[src/rtl/lsu_stage_if.sv]
// Handshake/bus bundle for the load/store stage: EXU input, memory request/response, WBU output.
// master is the stage itself; slave is whatever surrounds it.
interface lsu_stage_if;
  logic        in_valid;
  logic        in_ready;
  logic [31:0] in_exu_data;
  logic [31:0] in_store_data;
  logic [4:0]  in_rd;
  logic        in_rd_wen;
  logic [1:0]  in_mem_op;
  logic [1:0]  in_size;
  logic        in_unsigned;
  logic        mem_req_valid;
  logic        mem_req_ready;
  logic [31:0] mem_addr;
  logic        mem_wen;
  logic [31:0] mem_wdata;
  logic [3:0]  mem_wstrb;
  logic        mem_rsp_valid;
  logic [31:0] mem_rdata;
  logic        out_valid;
  logic        out_ready;
  logic [31:0] out_data;
  logic [4:0]  out_rd;
  logic        out_rd_wen;
  logic        out_err;

  modport master (
    input  in_valid, in_exu_data, in_store_data, in_rd, in_rd_wen, in_mem_op, in_size, in_unsigned,
           mem_req_ready, mem_rsp_valid, mem_rdata, out_ready,
    output in_ready, mem_req_valid, mem_addr, mem_wen, mem_wdata, mem_wstrb,
           out_valid, out_data, out_rd, out_rd_wen, out_err
  );
  modport slave (
    output in_valid, in_exu_data, in_store_data, in_rd, in_rd_wen, in_mem_op, in_size, in_unsigned,
           mem_req_ready, mem_rsp_valid, mem_rdata, out_ready,
    input  in_ready, mem_req_valid, mem_addr, mem_wen, mem_wdata, mem_wstrb,
           out_valid, out_data, out_rd, out_rd_wen, out_err
  );
endinterface

[src/rtl/lsu_stage.sv]
// Load/store stage: one instruction in flight, single-outstanding memory access with timeout,
// writeback packet carrying extended load data or the EXU result.
module lsu_stage #(
  parameter int TIMEOUT_CYCLES = 256
) (
  input logic         clk,
  input logic         rst,
  lsu_stage_if.master bus
);
  localparam int CW = $clog2(TIMEOUT_CYCLES) + 1;

  typedef enum logic [1:0] {IDLE, REQ, WAIT_RSP, WB} state_t;
  state_t state_q, state_d;

  logic [CW-1:0] cnt_q;
  logic [1:0]    a_q, size_q;
  logic          uns_q, store_q, rd_wen_q;

  logic          accept, misal, bad, is_none, rsp_hit, tmo;
  logic [3:0]    strb;
  logic [31:0]   wd, sh, ld_data;

  assign accept  = (state_q == IDLE) && bus.in_valid;
  assign is_none = (bus.in_mem_op == 2'b00);
  assign rsp_hit = (state_q == WAIT_RSP) && bus.mem_rsp_valid;
  assign tmo     = (state_q == WAIT_RSP) && !bus.mem_rsp_valid && (cnt_q == CW'(TIMEOUT_CYCLES - 1));

  always_comb begin
    misal = 1'b0;
    strb  = 4'b1111;
    wd    = bus.in_store_data;
    case (bus.in_size)
      2'b00: begin
        strb = 4'b0001 << bus.in_exu_data[1:0];
        wd   = {4{bus.in_store_data[7:0]}};
      end
      2'b01: begin
        misal = bus.in_exu_data[0];
        strb  = 4'b0011 << bus.in_exu_data[1:0];
        wd    = {2{bus.in_store_data[15:0]}};
      end
      2'b10:   misal = |bus.in_exu_data[1:0];
      default: misal = 1'b1;
    endcase
  end

  // size is only meaningful for memory ops; a plain ALU op never errors
  assign bad = (bus.in_mem_op == 2'b11) || (!is_none && misal);

  // load lane select: shift the addressed byte/half down to bit 0, then extend
  always_comb begin
    sh      = bus.mem_rdata >> {a_q, 3'b000};
    ld_data = sh;
    case (size_q)
      2'b00:   ld_data = uns_q ? {24'h0, sh[7:0]}  : {{24{sh[7]}}, sh[7:0]};
      2'b01:   ld_data = uns_q ? {16'h0, sh[15:0]} : {{16{sh[15]}}, sh[15:0]};
      default: ld_data = sh;
    endcase
  end

  always_ff @(posedge clk or posedge rst) begin
    if (rst) state_q <= IDLE;
    else     state_q <= state_d;
  end

  always_comb begin
    state_d = state_q;
    case (state_q)
      IDLE:     if (bus.in_valid) state_d = (is_none || bad) ? WB : REQ;
      REQ:      if (bus.mem_req_ready) state_d = WAIT_RSP;
      WAIT_RSP: if (rsp_hit || tmo) state_d = WB;
      WB:       if (bus.out_ready) state_d = IDLE;
      default:  state_d = IDLE;
    endcase
  end

  // request valid comes straight from state so reset drops it without waiting for a clock
  assign bus.in_ready      = (state_q == IDLE);
  assign bus.mem_req_valid = (state_q == REQ);
  assign bus.out_valid     = (state_q == WB);

  always_ff @(posedge clk or posedge rst) begin
    if (rst) begin
      cnt_q          <= '0;
      a_q            <= '0;
      size_q         <= '0;
      uns_q          <= 1'b0;
      store_q        <= 1'b0;
      rd_wen_q       <= 1'b0;
      bus.mem_addr   <= '0;
      bus.mem_wen    <= 1'b0;
      bus.mem_wdata  <= '0;
      bus.mem_wstrb  <= '0;
      bus.out_data   <= '0;
      bus.out_rd     <= '0;
      bus.out_rd_wen <= 1'b0;
      bus.out_err    <= 1'b0;
    end else begin
      if (accept) begin
        a_q            <= bus.in_exu_data[1:0];
        size_q         <= bus.in_size;
        uns_q          <= bus.in_unsigned;
        store_q        <= (bus.in_mem_op == 2'b10);
        rd_wen_q       <= bus.in_rd_wen;
        bus.out_rd     <= bus.in_rd;
        bus.out_err    <= bad;
        bus.out_data   <= is_none ? bus.in_exu_data : 32'h0;
        bus.out_rd_wen <= is_none && bus.in_rd_wen;
        if (!is_none && !bad) begin
          bus.mem_addr  <= {bus.in_exu_data[31:2], 2'b00};
          bus.mem_wen   <= (bus.in_mem_op == 2'b10);
          bus.mem_wdata <= (bus.in_mem_op == 2'b10) ? wd : 32'h0;
          bus.mem_wstrb <= (bus.in_mem_op == 2'b10) ? strb : 4'b0000;
        end
      end
      if (state_q == REQ && bus.mem_req_ready) cnt_q <= '0;
      if (state_q == WAIT_RSP) begin
        if (rsp_hit) begin
          bus.out_data   <= store_q ? 32'h0 : ld_data;
          bus.out_rd_wen <= !store_q && rd_wen_q;
          bus.out_err    <= 1'b0;
        end else if (tmo) begin
          bus.out_data   <= 32'h0;
          bus.out_rd_wen <= 1'b0;
          bus.out_err    <= 1'b1;
        end else begin
          cnt_q <= cnt_q + CW'(1);
        end
      end
    end
  end
endmodule

[src/flat_wrapper.sv]
// flat-port wrapper written by rule: the top's interface ports become plain ports
module lsu_stage_flat 
#(
  parameter int TIMEOUT_CYCLES = 256
)
  (clk, rst, bus_in_valid, bus_in_exu_data, bus_in_store_data, bus_in_rd, bus_in_rd_wen, bus_in_mem_op, bus_in_size, bus_in_unsigned, bus_mem_req_ready, bus_mem_rsp_valid, bus_mem_rdata, bus_out_ready, bus_in_ready, bus_mem_req_valid, bus_mem_addr, bus_mem_wen, bus_mem_wdata, bus_mem_wstrb, bus_out_valid, bus_out_data, bus_out_rd, bus_out_rd_wen, bus_out_err);
  lsu_stage_if bus_i ();
  input logic clk;
  input logic rst;
  input wire logic [$bits(bus_i.in_valid)-1:0] bus_in_valid;
  input wire logic [$bits(bus_i.in_exu_data)-1:0] bus_in_exu_data;
  input wire logic [$bits(bus_i.in_store_data)-1:0] bus_in_store_data;
  input wire logic [$bits(bus_i.in_rd)-1:0] bus_in_rd;
  input wire logic [$bits(bus_i.in_rd_wen)-1:0] bus_in_rd_wen;
  input wire logic [$bits(bus_i.in_mem_op)-1:0] bus_in_mem_op;
  input wire logic [$bits(bus_i.in_size)-1:0] bus_in_size;
  input wire logic [$bits(bus_i.in_unsigned)-1:0] bus_in_unsigned;
  input wire logic [$bits(bus_i.mem_req_ready)-1:0] bus_mem_req_ready;
  input wire logic [$bits(bus_i.mem_rsp_valid)-1:0] bus_mem_rsp_valid;
  input wire logic [$bits(bus_i.mem_rdata)-1:0] bus_mem_rdata;
  input wire logic [$bits(bus_i.out_ready)-1:0] bus_out_ready;
  output wire logic [$bits(bus_i.in_ready)-1:0] bus_in_ready;
  output wire logic [$bits(bus_i.mem_req_valid)-1:0] bus_mem_req_valid;
  output wire logic [$bits(bus_i.mem_addr)-1:0] bus_mem_addr;
  output wire logic [$bits(bus_i.mem_wen)-1:0] bus_mem_wen;
  output wire logic [$bits(bus_i.mem_wdata)-1:0] bus_mem_wdata;
  output wire logic [$bits(bus_i.mem_wstrb)-1:0] bus_mem_wstrb;
  output wire logic [$bits(bus_i.out_valid)-1:0] bus_out_valid;
  output wire logic [$bits(bus_i.out_data)-1:0] bus_out_data;
  output wire logic [$bits(bus_i.out_rd)-1:0] bus_out_rd;
  output wire logic [$bits(bus_i.out_rd_wen)-1:0] bus_out_rd_wen;
  output wire logic [$bits(bus_i.out_err)-1:0] bus_out_err;
  assign bus_i.in_valid = bus_in_valid;
  assign bus_i.in_exu_data = bus_in_exu_data;
  assign bus_i.in_store_data = bus_in_store_data;
  assign bus_i.in_rd = bus_in_rd;
  assign bus_i.in_rd_wen = bus_in_rd_wen;
  assign bus_i.in_mem_op = bus_in_mem_op;
  assign bus_i.in_size = bus_in_size;
  assign bus_i.in_unsigned = bus_in_unsigned;
  assign bus_i.mem_req_ready = bus_mem_req_ready;
  assign bus_i.mem_rsp_valid = bus_mem_rsp_valid;
  assign bus_i.mem_rdata = bus_mem_rdata;
  assign bus_i.out_ready = bus_out_ready;
  assign bus_in_ready = bus_i.in_ready;
  assign bus_mem_req_valid = bus_i.mem_req_valid;
  assign bus_mem_addr = bus_i.mem_addr;
  assign bus_mem_wen = bus_i.mem_wen;
  assign bus_mem_wdata = bus_i.mem_wdata;
  assign bus_mem_wstrb = bus_i.mem_wstrb;
  assign bus_out_valid = bus_i.out_valid;
  assign bus_out_data = bus_i.out_data;
  assign bus_out_rd = bus_i.out_rd;
  assign bus_out_rd_wen = bus_i.out_rd_wen;
  assign bus_out_err = bus_i.out_err;
  lsu_stage #(.TIMEOUT_CYCLES(TIMEOUT_CYCLES)) u_core (.clk(clk), .rst(rst), .bus(bus_i));
endmodule
[config.mk]
export PLATFORM = sky130hd
export DESIGN_NAME = lsu_stage_flat
export DESIGN_NICKNAME = d
export VERILOG_FILES = /design/src/rtl/lsu_stage_if.sv /design/src/rtl/lsu_stage.sv /design/src/flat_wrapper.sv
export SDC_FILE = /design/constraint.sdc
export NUM_CORES = 1
export LEC_CHECK = 0
export CAP_MARGIN = 20
export CORE_ASPECT_RATIO = 0.5
export CORE_MARGIN = 4
export CORE_UTILIZATION = 41
export DETAILED_ROUTE_END_ITERATION = 16
export PLACE_DENSITY = 0.8
export SLEW_MARGIN = 20
export SYNTH_ARGS = -nofsm -noshare
export SYNTH_HDL_FRONTEND = slang
export SYNTH_SLANG_ARGS = --single-unit
[constraint.sdc]
create_clock -name clk -period 3.65 [get_ports clk]
set_input_delay 0.365 -clock clk [delete_from_list [all_inputs] [get_ports clk]]
set_output_delay 0.365 -clock clk [all_outputs]
set_load 0.01 [all_outputs]
==> out/metrics.cfg <==
[floorplanning]
rows = 31
design.portCount = 224
floorplan.die.width_um = 181
coreArea_mm2 = 0.0145
initial_utilization = 0.421
die_height_um = 94.3
fp.dieArea_mm2 = 0.0170

[worst_setup_path]
critical-path-top-cell-by-count = sky130_fd_sc_hd__and3_1
start_kind = register
crit_required_ns = 3.94
critical_path.cell_chain = ha_1 > and3_1 > and3_1 > and3_1 > ha_1 > nor3b_1 > a21oi_1 > o21ai_0 > o21ai_0
timing.setup.critical_path_class = reg -> reg
cpPeakStageDelay_ns = 0.70
arrival_ns = 3.15
timing.critical_path.to_type = register
timing.critical_path.slowest_stage_cell = sky130_fd_sc_hd__nor3b_1
path_max_fanout = 7

[final_layout]
end_of_flow_core_utilization = 0.627
layout.area.seq_mm2 = 0.00310
area_added_between_synthesis_and_finish_pct = 48.9
multi_input_comb_area_mm2 = 0.00275
final_layout_size_suffix_gt1_frac = 0.143
insertedDiodeCount = 0
fin_nets = 874
fillCellCount = 1144

[power_and_ir_drop]
pwr_density_cell_mw_per_mm2 = 794
power_mw = 7.22
ir_worst_vdd_mv = 0.427
leakagePower_nw = 4.01

[clocking]
cts_post_setup_buffers_inserted = 0
tritoncts = done
cts_bufs_inserted = 17
clk_latency_ns = 0.41
clk_path_buf_depth = 2
number_of_h_tree_branching_levels = 4
tritoncts_num_sinks = 124
cts_root_buf = sky130_fd_sc_hd__clkbuf_16
holdBufCountCts = 0
path_clk_slew_ns = 0.06
post_cts.resized_instances = 0

[synth]
syn_area_per_cell_um2 = 11.2
post_synth_num_cell_types = 46
ys_seq_elements = 124
proportion_of_register_bits_with_asynchronous_set_or_reset_after_synthesis = 1.00
synth_enable_flop_cells = 0
post-synth-top-area-cell = sky130_fd_sc_hd__dfrtp_1
synth.yosys.seq_area_share = 0.508
synth-warning-count = 0
commonest_register_cell_after_synthesis = sky130_fd_sc_hd__dfrtp_1
netlist.area_leader.share = 0.508
synthesized_instance_count = 547
mappedNetlistArea_mm2 = 0.00611
netlist_top_cells_area = sky130_fd_sc_hd__dfrtp_1 51%, sky130_fd_sc_hd__mux2i_1 9.0%, sky130_fd_sc_hd__mux2_2 8.8%

[routing]
route.detailed.drc = 0
ant_nets = 0
firstDrtPassIters = 5
routed_wirelength_um = 18700
avgViaCountPerCell = 5.42
via_count = 5233
wire_per_inst_um = 19.4
dr.first_iter.drc_count = 452

[sta]
timing.max_slew.rel_slack = 0.330
skew_ns = 0.0105
period_share = 0.784
report.final.hold_viol_count = 0
setup-violations-final = 0
post-route-min-period_ns = 2.86
max_clock_freq_ghz = 0.350
setup_repair_after_global_routing_missed_its_margin = no
fin_setup_tns_ns = 0
timing_max_transition_violations_final = 0
worstMarginPinSlew_ns = 1.00

[global_route]
antenna_violations_before_repair = 0
first_global_vias = 5432
grt_first_pass_wirelength_um = 29100
gr-usage-all-layers = 0.217
grt.overflow.total = 0
grt_max_degree = 61

[place]
finalWeightedCongestion = 0.836
dpl.hpwl_um = 13600
place.port_buffers = 221

[outcome]
status = finished clean

[run]
max_cap_viol_count = 0

[worst_hold_path]
hold_path.class = in -> async

[critical path: cells and delay by family, from the launching register on]
| family | cells | cell delay, ns |
|---|---|---|
| AND/OR/NAND/NOR | 4 | 1.33 |
| AO/OA/AOI/OAI | 3 | 0.54 |
| adder cells (fa/ha/maj) | 2 | 0.47 |
| flip-flops | 1 | 0.40 |
[cell families (layout without fill, tap and decap cells)]
logic type                 count (synthesis)  count (layout)  synth area share
and+or+nand+nor                           98              98            0.0762
adders and majority gates                  7               7            0.0143
other                                      1               2          0.000614
AOI/OAI and AO/OA                        154             154             0.172
DFF                                      124             124             0.508
buffers and inverters                     58             277            0.0430
muxes                                    105             105             0.186
[routing by layer]
layer	wire (µm)	vias to the layer above	track usage
met5	0	-	0
met4	615	0	0.103
met3	949	39	0.0433
met2	9460	162	0.371
met1	7670	2608	0.270
li1	-	2424	-
[power breakdown]
group | leakage, nW | switching, mW | internal (mW)
clock network | 0.294 | 0.649 | 1.15
logic | 2.13 | 1.37 | 1.73
registers | 1.59 | 0.381 | 1.94
[area by class of cell]
cell class,instances,share of cell area
Timing Repair Buffer,231,0.254
Multi-Input combinational cell,366,0.303
Inverter,14,0.00619
Clock buffer,19,0.0476
Tap cell,198,0.0272
Sequential cell,124,0.341
Clock inverter,13,0.0210
[flip-flops by register name, indices dropped and copies added (netlist names)]
name	cells
u_core.bus.mem_addr	30
u_core.bus.out_rd_wen	1
u_core.state_q	2
u_core.uns_q	1
u_core.store_q	1
u_core.a_q	2
u_core.bus.mem_wstrb	4
u_core.bus.mem_wdata	32
u_core.cnt_q	9
u_core.rd_wen_q	1
u_core.bus.out_rd	5
u_core.bus.mem_wen	1
u_core.size_q	2
u_core.bus.out_data	32
u_core.bus.out_err	1
[synth_stat cells (2+ instances only)]
cell	number
sky130_fd_sc_hd__a211o_1	7
sky130_fd_sc_hd__a21oi_1	15
sky130_fd_sc_hd__a22o_1	10
sky130_fd_sc_hd__a22oi_1	13
sky130_fd_sc_hd__a31oi_1	9
sky130_fd_sc_hd__and3_1	5
sky130_fd_sc_hd__buf_1	4
sky130_fd_sc_hd__buf_2	5
sky130_fd_sc_hd__buf_4	2
sky130_fd_sc_hd__buf_6	2
sky130_fd_sc_hd__clkbuf_1	30
sky130_fd_sc_hd__dfrtp_1	124
sky130_fd_sc_hd__ha_1	7
sky130_fd_sc_hd__inv_1	14
sky130_fd_sc_hd__mux2_2	48
sky130_fd_sc_hd__mux2i_1	55
sky130_fd_sc_hd__mux4_2	2
sky130_fd_sc_hd__nand2_1	48
sky130_fd_sc_hd__nand2b_1	4
sky130_fd_sc_hd__nand3_1	2
sky130_fd_sc_hd__nor2_1	18
sky130_fd_sc_hd__nor2b_1	8
sky130_fd_sc_hd__nor3_1	3
sky130_fd_sc_hd__nor3b_1	2
sky130_fd_sc_hd__o21a_1	2
sky130_fd_sc_hd__o21ai_0	56
sky130_fd_sc_hd__o221ai_1	7
sky130_fd_sc_hd__o221ai_2	9
sky130_fd_sc_hd__o22ai_1	17
sky130_fd_sc_hd__or2_2	3
[cell usage in the layout, fill, tap and decap left out, drive strengths merged, types with 3 or more instances in the layout]
cell type / netlist / layout
a21oi: 15 / 15
nor3b: 3 / 3
mux2: 48 / 48
clkdlybuf4s50: 0 / 221
nand2: 48 / 48
o221ai: 16 / 16
clkbuf: 30 / 19
nor3: 3 / 3
a22oi: 13 / 13
nand2b: 4 / 4
clkinv: 0 / 5
and3: 5 / 5
inv: 14 / 14
mux2i: 55 / 55
a31oi: 9 / 9
ha: 7 / 7
bufinv: 0 / 4
dfrtp: 124 / 124
a22o: 10 / 10
nor2: 18 / 18
buf: 14 / 10
nor2b: 8 / 8
o21ai: 57 / 57
o22ai: 17 / 17
a211o: 7 / 7
clkinvlp: 0 / 4
or2: 3 / 3
[per-stage QoR]
step | std cells | instance area, µm² | worst slack, ns | hold WS, ns
6_report | 965 | 9100 | 0.789 | 0.444
5_1_grt | 965 | 9100 | 0.593 | 0.498
4_1_cts | 965 | 9100 | 0.783 | 0.472
3_5_place_dp | 933 | 8470 | 0.823 | 0.459
3_3_place_gp | 933 | 8470 | 1.00 | 0.452
2_1_floorplan | 548 | 6120 | 1.18 | 0.442
[final timing paths]
kind | cells past startpoint | start | to | slack, ns
setup / recovery | 9 | u_core.cnt_q[0] | u_core.cnt_q[3] | 0.79
hold / removal | 2 | rst | u_core.bus.mem_addr[29] | 0.44
setup reg to reg | 9 | u_core.cnt_q[0] | u_core.cnt_q[3] | 0.79
hold reg to reg | 1 | u_core.store_q | u_core.store_q | 0.47
max in group asynchronous | 3 | rst | u_core.bus.mem_addr[6] | 2.26
min in group clk | 1 | u_core.store_q | u_core.store_q | 0.47
No activity file was read; power rests on OpenSTA's default activity.
